`src/rtl/tile_render_pkg.sv`:
```
// Shared render constants, command layout and FSM state type for the tile renderer.
package tile_render_pkg;

    localparam int unsigned TILE_PIX_LOG  = 10;
    localparam int unsigned TILE_SIZE_LOG = 5;
    localparam int unsigned COLOR_W       = 16;
    localparam int unsigned CNT_W         = TILE_PIX_LOG + 2;
    localparam int unsigned CMD_W         = 29;

    localparam logic [COLOR_W-1:0] DEFAULT_KEY_COLOR = 16'hF81F;

    typedef enum logic [1:0] {
        ST_IDLE,
        ST_LOAD,
        ST_RUN,
        ST_DONE
    } state_e;

    typedef struct packed {
        logic [8:0] tile;
        logic [9:0] top;
        logic [9:0] left;
    } cmd_t;

endpackage

```
`src/rtl/cmd_fifo.sv`:
```
// Draw-command queue with a registered "not full" ready and a synchronous clear.
module cmd_fifo #(
    parameter int unsigned WIDTH = 29,
    parameter int unsigned DEPTH = 4
) (
    input  logic             clk,
    input  logic             rstn,
    input  logic             push,
    input  logic             pop,
    input  logic             clr,
    input  logic [WIDTH-1:0] wdata,
    output logic [WIDTH-1:0] rdata,
    output logic             empty,
    output logic             ready
);

    localparam int unsigned PW       = (DEPTH > 1) ? $clog2(DEPTH) : 1;
    localparam logic [PW:0] FULL_CNT = (PW + 1)'(DEPTH);

    logic [WIDTH-1:0] mem_q [DEPTH];
    logic [WIDTH-1:0] mem_d [DEPTH];
    logic [PW-1:0]    wr_ptr_q, wr_ptr_d;
    logic [PW-1:0]    rd_ptr_q, rd_ptr_d;
    logic [PW:0]      count_q, count_d;
    logic             ready_q, ready_d;
    logic             do_push, do_pop;

    // Next queue contents, pointers, occupancy; ready looks at the next occupancy so it is a flop.
    always_comb begin
        do_push  = push && ready_q;
        do_pop   = pop && (count_q != '0);
        mem_d    = mem_q;
        wr_ptr_d = wr_ptr_q;
        rd_ptr_d = rd_ptr_q;
        count_d  = count_q;
        if (clr) begin
            wr_ptr_d = '0;
            rd_ptr_d = '0;
            count_d  = '0;
        end else begin
            if (do_push) begin
                mem_d[wr_ptr_q] = wdata;
                wr_ptr_d        = wr_ptr_q + 1'b1;
            end
            if (do_pop) begin
                rd_ptr_d = rd_ptr_q + 1'b1;
            end
            case ({do_push, do_pop})
                2'b10:   count_d = count_q + 1'b1;
                2'b01:   count_d = count_q - 1'b1;
                default: count_d = count_q;
            endcase
        end
        ready_d = (count_d != FULL_CNT);
    end

    // Queue state registers.
    always_ff @(posedge clk) begin
        if (!rstn) begin
            for (int unsigned i = 0; i < DEPTH; i++) begin
                mem_q[i] <= '0;
            end
            wr_ptr_q <= '0;
            rd_ptr_q <= '0;
            count_q  <= '0;
            ready_q  <= 1'b1;
        end else begin
            mem_q    <= mem_d;
            wr_ptr_q <= wr_ptr_d;
            rd_ptr_q <= rd_ptr_d;
            count_q  <= count_d;
            ready_q  <= ready_d;
        end
    end

    assign rdata = mem_q[rd_ptr_q];
    assign empty = (count_q == '0);
    assign ready = ready_q;

endmodule

```
`src/rtl/tile_render_ctrl.sv`:
```
// Tile renderer: queues draw commands and walks each 32x32 tile, 4 cycles per pixel,
// emitting clipped and colour-keyed pixel writes in raster order.
module tile_render_ctrl
    import tile_render_pkg::*;
#(
    parameter int unsigned        FIFO_DEPTH = 4,
    parameter int unsigned        H_RES      = 640,
    parameter int unsigned        V_RES      = 480,
    parameter logic [COLOR_W-1:0] KEY_COLOR  = DEFAULT_KEY_COLOR,
    parameter logic               KEY_EN     = 1'b1
) (
    input  logic               clk,
    input  logic               rstn,
    input  logic               cmd_valid,
    output logic               cmd_ready,
    input  logic [8:0]         cmd_tile,
    input  logic [9:0]         cmd_top,
    input  logic [9:0]         cmd_left,
    input  logic               flush,
    output logic [18:0]        rom_addr,
    input  logic [COLOR_W-1:0] rom_data,
    output logic [9:0]         px_x,
    output logic [9:0]         px_y,
    output logic [COLOR_W-1:0] px_color,
    output logic               px_wr,
    output logic               busy,
    output logic               tile_done
);

    localparam logic [10:0] H_LIM = 11'(H_RES);
    localparam logic [10:0] V_LIM = 11'(V_RES);

    state_e             state_q, state_d;
    logic [CNT_W-1:0]   cnt_q, cnt_d;
    cmd_t               cmd_q, cmd_d;
    logic [CMD_W-1:0]   fifo_rdata;
    logic               fifo_empty;
    logic               fifo_push;
    logic               fifo_pop;

    // A command arriving together with flush is dropped.
    assign fifo_push = cmd_valid && cmd_ready && !flush;

    cmd_fifo #(
        .WIDTH (CMD_W),
        .DEPTH (FIFO_DEPTH)
    ) u_cmd_fifo (
        .clk   (clk),
        .rstn  (rstn),
        .push  (fifo_push),
        .pop   (fifo_pop),
        .clr   (flush),
        .wdata ({cmd_tile, cmd_top, cmd_left}),
        .rdata (fifo_rdata),
        .empty (fifo_empty),
        .ready (cmd_ready)
    );

    // FSM next state, tile latch and pixel counter; flush overrides any transition.
    always_comb begin
        state_d   = state_q;
        cnt_d     = cnt_q;
        cmd_d     = cmd_q;
        fifo_pop  = 1'b0;
        tile_done = 1'b0;
        unique case (state_q)
            ST_IDLE: begin
                if (!fifo_empty) state_d = ST_LOAD;
            end
            ST_LOAD: begin
                cmd_d    = cmd_t'(fifo_rdata);
                fifo_pop = 1'b1;
                cnt_d    = '0;
                state_d  = ST_RUN;
            end
            ST_RUN: begin
                cnt_d = cnt_q + 1'b1;
                if (cnt_q == '1) state_d = ST_DONE;
            end
            ST_DONE: begin
                tile_done = 1'b1;
                state_d   = ST_IDLE;
            end
            default: state_d = ST_IDLE;
        endcase
        if (flush) state_d = ST_IDLE;
    end

    // FSM, counter and latched command registers.
    always_ff @(posedge clk) begin
        if (!rstn) begin
            state_q <= ST_IDLE;
            cnt_q   <= '0;
            cmd_q   <= '0;
        end else begin
            state_q <= state_d;
            cnt_q   <= cnt_d;
            cmd_q   <= cmd_d;
        end
    end

    // Pixel address/position from the counter; write on the last cycle of each pixel if visible and not keyed.
    always_comb begin
        rom_addr = '0;
        px_x     = '0;
        px_y     = '0;
        px_color = '0;
        px_wr    = 1'b0;
        if (state_q == ST_RUN) begin
            rom_addr = {cmd_q.tile, {TILE_PIX_LOG{1'b0}}} + 19'(cnt_q[2 +: TILE_PIX_LOG]);
            px_x     = cmd_q.left + 10'(cnt_q[2 +: TILE_SIZE_LOG]);
            px_y     = cmd_q.top + 10'(cnt_q[2 + TILE_SIZE_LOG +: TILE_SIZE_LOG]);
            px_color = rom_data;
            px_wr    = (cnt_q[1:0] == 2'b11)
                    && ({1'b0, px_x} < H_LIM)
                    && ({1'b0, px_y} < V_LIM)
                    && (!KEY_EN || (rom_data != KEY_COLOR));
        end
    end

    assign busy = (state_q != ST_IDLE) || !fifo_empty;

endmodule

```
`config.mk`:
```
export PLATFORM = sky130hd
export DESIGN_NAME = tile_render_ctrl
export DESIGN_NICKNAME = d
export VERILOG_FILES = /design/src/rtl/tile_render_pkg.sv /design/src/rtl/cmd_fifo.sv /design/src/rtl/tile_render_ctrl.sv
export SDC_FILE = /design/constraint.sdc
export NUM_CORES = 1
export LEC_CHECK = 0
export BUFFER_PORTS_ARGS = -buffer_cell sky130_fd_sc_hd__buf_4
export CAP_MARGIN = 5
export CORE_UTILIZATION = 40
export CTS_CLUSTER_DIAMETER = 100
export DETAILED_ROUTE_END_ITERATION = 6
export GPL_TIMING_DRIVEN = 1
export PLACE_DENSITY = 0.64
export REMOVE_ABC_BUFFERS = 1
export SLEW_MARGIN = 40
export SYNTH_ARGS = -nofsm -noshare
export SYNTH_HDL_FRONTEND = slang
export SYNTH_SLANG_ARGS = --single-unit
```
`constraint.sdc`:
```
create_clock -name clk -period 6.6 [get_ports clk]
set_clock_uncertainty 0.15 [all_clocks]
set_input_delay 1.98 -clock clk [delete_from_list [all_inputs] [get_ports clk]]
set_output_delay 1.98 -clock clk [all_outputs]
set_load 0.005 [all_outputs]
```
Yosys cells after proc, flatten, opt, wreduce, memory -nomap -nowiden
Cells that the tools add are included.
- bits in registers: 167
- input port bits: 49
- output and inout bits: 59
- $add $sub $neg: 8
- order comparisons: 5
- eq/ne operators: 11
- muxes and demuxes: 19
- bitwise operators: 4
- reduce and logical (&&, ||, !) cells: 19
- operators with widths (operator ; count):
    116-bit bitwise mux ; 1
    29-bit two-way mux ; 3
    29-bit binary-select mux with 2-bit select ; 1
    29-bit demux with 2-bit select ; 1
    12-bit case mux with 2 select lines ; 1
    10-bit by 5-bit adder with 10-bit output ; 2
    10-bit two-way mux ; 2
    19-bit by 10-bit adder with 19-bit output ; 1
    19-bit two-way mux ; 1
    16-bit two-way mux ; 1
    16-bit inequality test (second input constant) ; 1
    12-bit by 1-bit adder with 12-bit output (second input constant) ; 1
    12-bit equality test (second input constant) ; 1
    10-bit < comparator (second input constant) ; 1
    10-bit by 9-bit < comparator with 1-bit output (second input constant) ; 1
    2-bit equality test (second input constant) ; 4
    1-bit logical AND ; 8
    2-bit case mux with 4 select lines ; 1
    3-bit greater-or-equal comparator (second input constant) ; 2
    2-bit NOT with 3-bit output ; 2
    3-bit case mux with 2 select lines ; 1
    2-bit by 1-bit adder with 2-bit output (second input constant) ; 2
    2-bit by 1-bit equality test with 1-bit output (second input constant) ; 2
    2-bit two-way mux ; 2
    other kinds (16) ; 23

Longest topological paths before layout
- depth in word-level cells: 7
- gate-level depth with buffers: 11

Cells and area by module
A second synthesis with hierarchy kept.
- cells, all modules: 918
- area, all modules: 8285.4 um^2
- modules (own cells, without submodules) (module ; instances ; cells an instance ; area an instance (um^2) ; seq. area each (um^2)):
    cmd_fifo ; 1 ; 592 ; 5471.5 ; 2482.4
    tile_render_ctrl ; 1 ; 326 ; 2813.9 ; 860.8

Least setup slack after synthesis
Ideal clock, no wire load.
- path type: input to output
- start: in rom_data[14]
- end: out px_wr
- arrival: 2.691 ns
- slack: 1.779 ns
- stages on the path: 4
- buffers on the path: 0
- cell sequence: and4b_1 -> a31oi_1 -> o31ai_1 -> nor4_1
- word-level cells in the longest chain between the ends: 3
- RTL lines (what ; line ; text):
    start, declared ; tile_render_ctrl.sv:21 ; input logic [COLOR_W-1:0] rom_data,
    16-bit inequality test ; tile_render_ctrl.sv:117 ; && (!KEY_EN || (rom_data != KEY_COLOR));
    1-bit logical AND ; tile_render_ctrl.sv:117 ;
    1-bit two-way mux ; tile_render_ctrl.sv:109 ; if (state_q == ST_RUN) begin
    end, declared ; tile_render_ctrl.sv:25 ; output logic px_wr,
Every way passes these cells.

Final worst setup path
Same ends and word-level chain as after synthesis.

==> impl_metrics.tcl <==
set metrics [dict create \
    required_ns 4.47 \
    hold_path_class "flip-flop to flip-flop" \
    power.leakage_uw 0.00353 \
    r2r-end "u_cmd_fifo.ready" \
    io_pins 108 \
    power_uw 2120 \
    grt_overflow_total 0 \
    cts_setup_buffers 0 \
    drt_wl_total_um 19900 \
    cts_buffers 17 \
    synthAdderAreaFrac_pct 3.94 \
    r2r_start "state_q[1]" \
    post_drt_wl_per_cell_um 15.8 \
    grt_pass1_wl_um 32100 \
    drtAntennaViolNets 0 \
    cts_resized 0 \
    grt_antenna_before_repair 0 \
    syn_to_final_growth_pct 18.6 \
    fin_tns_setup_ns 0 \
    die_area_um2 21000 \
    ys_async_sr_fraction_pct 0 \
    grt_util_all_layers_pct 19.4 \
    synth_compound_area_share_pct 13.6 \
    synth-seq-area-share_pct 40.8 \
    synth_ff_type "dfxtp_1" \
    synth_enable_flop_cells 0 \
    core_um2 19800 \
    start_util_pct 41.4 \
    drive_above_1_share_pct 19.2 \
    holdPathEnd "u_cmd_fifo.mem_q[57]" \
    synth_xor_area_share_pct 2.78 \
    slew_violations 0 \
    cts_tree "yes" \
    path_clk_slew_ns 0.06 \
    period_share_pct 79.2 \
    worst_pin_slew_ns 0.820 \
    die_width_um 145 \
    cts_hold_repair.buffers 0 \
    max_freq_mhz 191 \
    ys_types 51 \
    die_h_um 145 \
    via_per_inst 4.99 \
    synth.avg_cell_area_um2 9.06 \
    final_nets 1055 \
    finalHoldViolCount 0 \
    path_max_fanout 2 \
    via_count 6286 \
    gp_congestion 0.786 \
    rsz0062_at_grt "no" \
    rows 51 \
    clock_latency_ns 0.44 \
    worst_setup_path_start_kind "primary input" \
    end_kind "primary output" \
    htreeDepth 4 \
    cts_sinks 167 \
    grt_max_degree 102 \
    reg2reg_depth 9 \
    io_buffer_count 107 \
    power.density_nw_per_um2 218 \
    num_antenna_cells 0 \
    synth_top_family_by_area "simple AND/OR/NAND/NOR gates" \
    drtIter0Drc 379 \
    dpl.hpwl_um 11900 \
    critPathKind "primary input to primary output" \
    status "completed" \
    synth_area_um2 8190 \
    muxShareOfSynthArea_pct 12.0 \
    post-route-drc-count 0 \
    yosys_warnings 0 \
    mostFrequentLayoutCell "nand2_1" \
    firstDrtPassIters 5 \
    most-common-layout-cells "nand2_1 (254), dfxtp_1 (166), a21boi_0 (116), buf_4 (116), and2_1 (53)" \
    synth_top_area_share_pct 40.8 \
    hold_path_depth 2 \
    nFillCells 1893 \
    synthCells 904 \
    setup_viol 0 \
    hold_start "u_cmd_fifo.mem_q[57]" \
    yosys.area_share.simple_pct 22.9 \
    arrival_ns 3.10 \
    irDropWorstVdd_v 0.000198 \
    cts_root_buf "clkbuf_16" \
    yosysTopAreaCell "dfxtp_1" \
    yosys_register_bits 167 \
    final.min_clock_period_ns 5.23 \
    slew_headroom_pct 45.3 \
    clk_path_buf_depth 2 \
    grt_pass1_vias 6078 \
    drv_cap 0 \
    hold_ws_ns 0.307 \
    rrSetupSlack_ns 3.86 \
    ys_top_cells_by_area "dfxtp_1 (41%), nand2_1 (12%), a21boi_0 (11%)" \
]
power breakdown:
group	switching [uW]	internal [uW]	leakage, uW
Clock	427	542	0.000276
Sequential	7.39	1020	0.00135
Combinational	62.1	56.4	0.00191
worst max-delay path by stage:
stage | start | end | slack (ns) | cells after the start
final | rom_data[14] | px_wr | 1.37 | 6
after detailed placement | rom_data[14] | px_wr | 1.41 | 6
after floorplan | rom_data[14] | px_wr | 1.78 | 4
after CTS | rom_data[14] | px_wr | 1.39 | 6
after global placement | rom_data[14] | px_wr | 1.50 | 6
after global routing | rom_data[14] | px_wr | 1.30 | 6
state kept, by name (all words and copies together) (netlist names):
name / count
cnt_q: 12
state_q: 2
u_cmd_fifo.wr_ptr_q: 2
cmd_q: 29
u_cmd_fifo.rd_ptr_q: 2
u_cmd_fifo.mem_q: 116
u_cmd_fifo.count_q: 3
u_cmd_fifo.ready: 1
metal layers:
metal,track usage (%),routed length (um),part of all wire [%]
met1,26.4,9400,47
met2,30.6,8930,45
met3,3.96,1240,6.3
met4,6.47,317,1.6
met5,0,0,0
logic make-up (layout without fill, tap and decap cells):
family          after synthesis  after routing
fa+ha+maj                    24             24
flops                       167            167
simple gates                407            407
mux                          61             61
compound gates              151            151
xor+xnor                     26             26
buf+inv                      68            159
through the flow:
step	instance area [um2]	cells	setup WS (ns)	utilization, %
after CTS	9700	1260	1.39	49.1
after floorplan	7900	846	1.78	-
after global placement	9120	1228	1.50	46.1
after global routing	9710	1260	1.30	49.1
final	9710	1260	1.37	49.1
after detailed placement	9130	1228	1.41	46.1
final cells by class:
| cell class | count | area, um2 | area share, % |
|---|---|---|---|
| inverters | 10 | 37.5 | 0.387 |
| clock inverters | 13 | 124 | 1.28 |
| clock buffers | 19 | 453 | 4.67 |
| multi-input cells | 669 | 4540 | 46.7 |
| repair buffers | 117 | 882 | 9.09 |
| well taps | 265 | 332 | 3.42 |
| flip-flops and latches | 167 | 3340 | 34.5 |
cell usage after synthesis (2+ instances only):
cell type	instances
inv_1	10
nor3b_1	7
fa_1	3
nand3_1	7
mux4_2	29
a21boi_0	116
nor3_1	3
nor2_1	23
xor2_1	13
ha_1	21
nor2b_1	32
and3_1	4
a211oi_1	3
nand4_1	5
nand2b_1	3
nand2_1	254
a21o_1	3
o31ai_1	2
and2_1	55
o21ai_0	6
clkbuf_1	29
a21oi_1	7
a21boi_1	3
nand3b_1	2
mux2i_1	31
xnor2_1	13
buf_2	14
dfxtp_1	167
or3_1	2
buf_4	14
o21ai_1	2
nor4_1	2
critical path, cell delays in order:
cell     delay (ns)
buf_4          0.11
and4b_1        0.20
a31oi_1        0.19
o31ai_1        0.10
nor4_1         0.34
buf_4          0.18
Power figures use the tool's default switching activity.
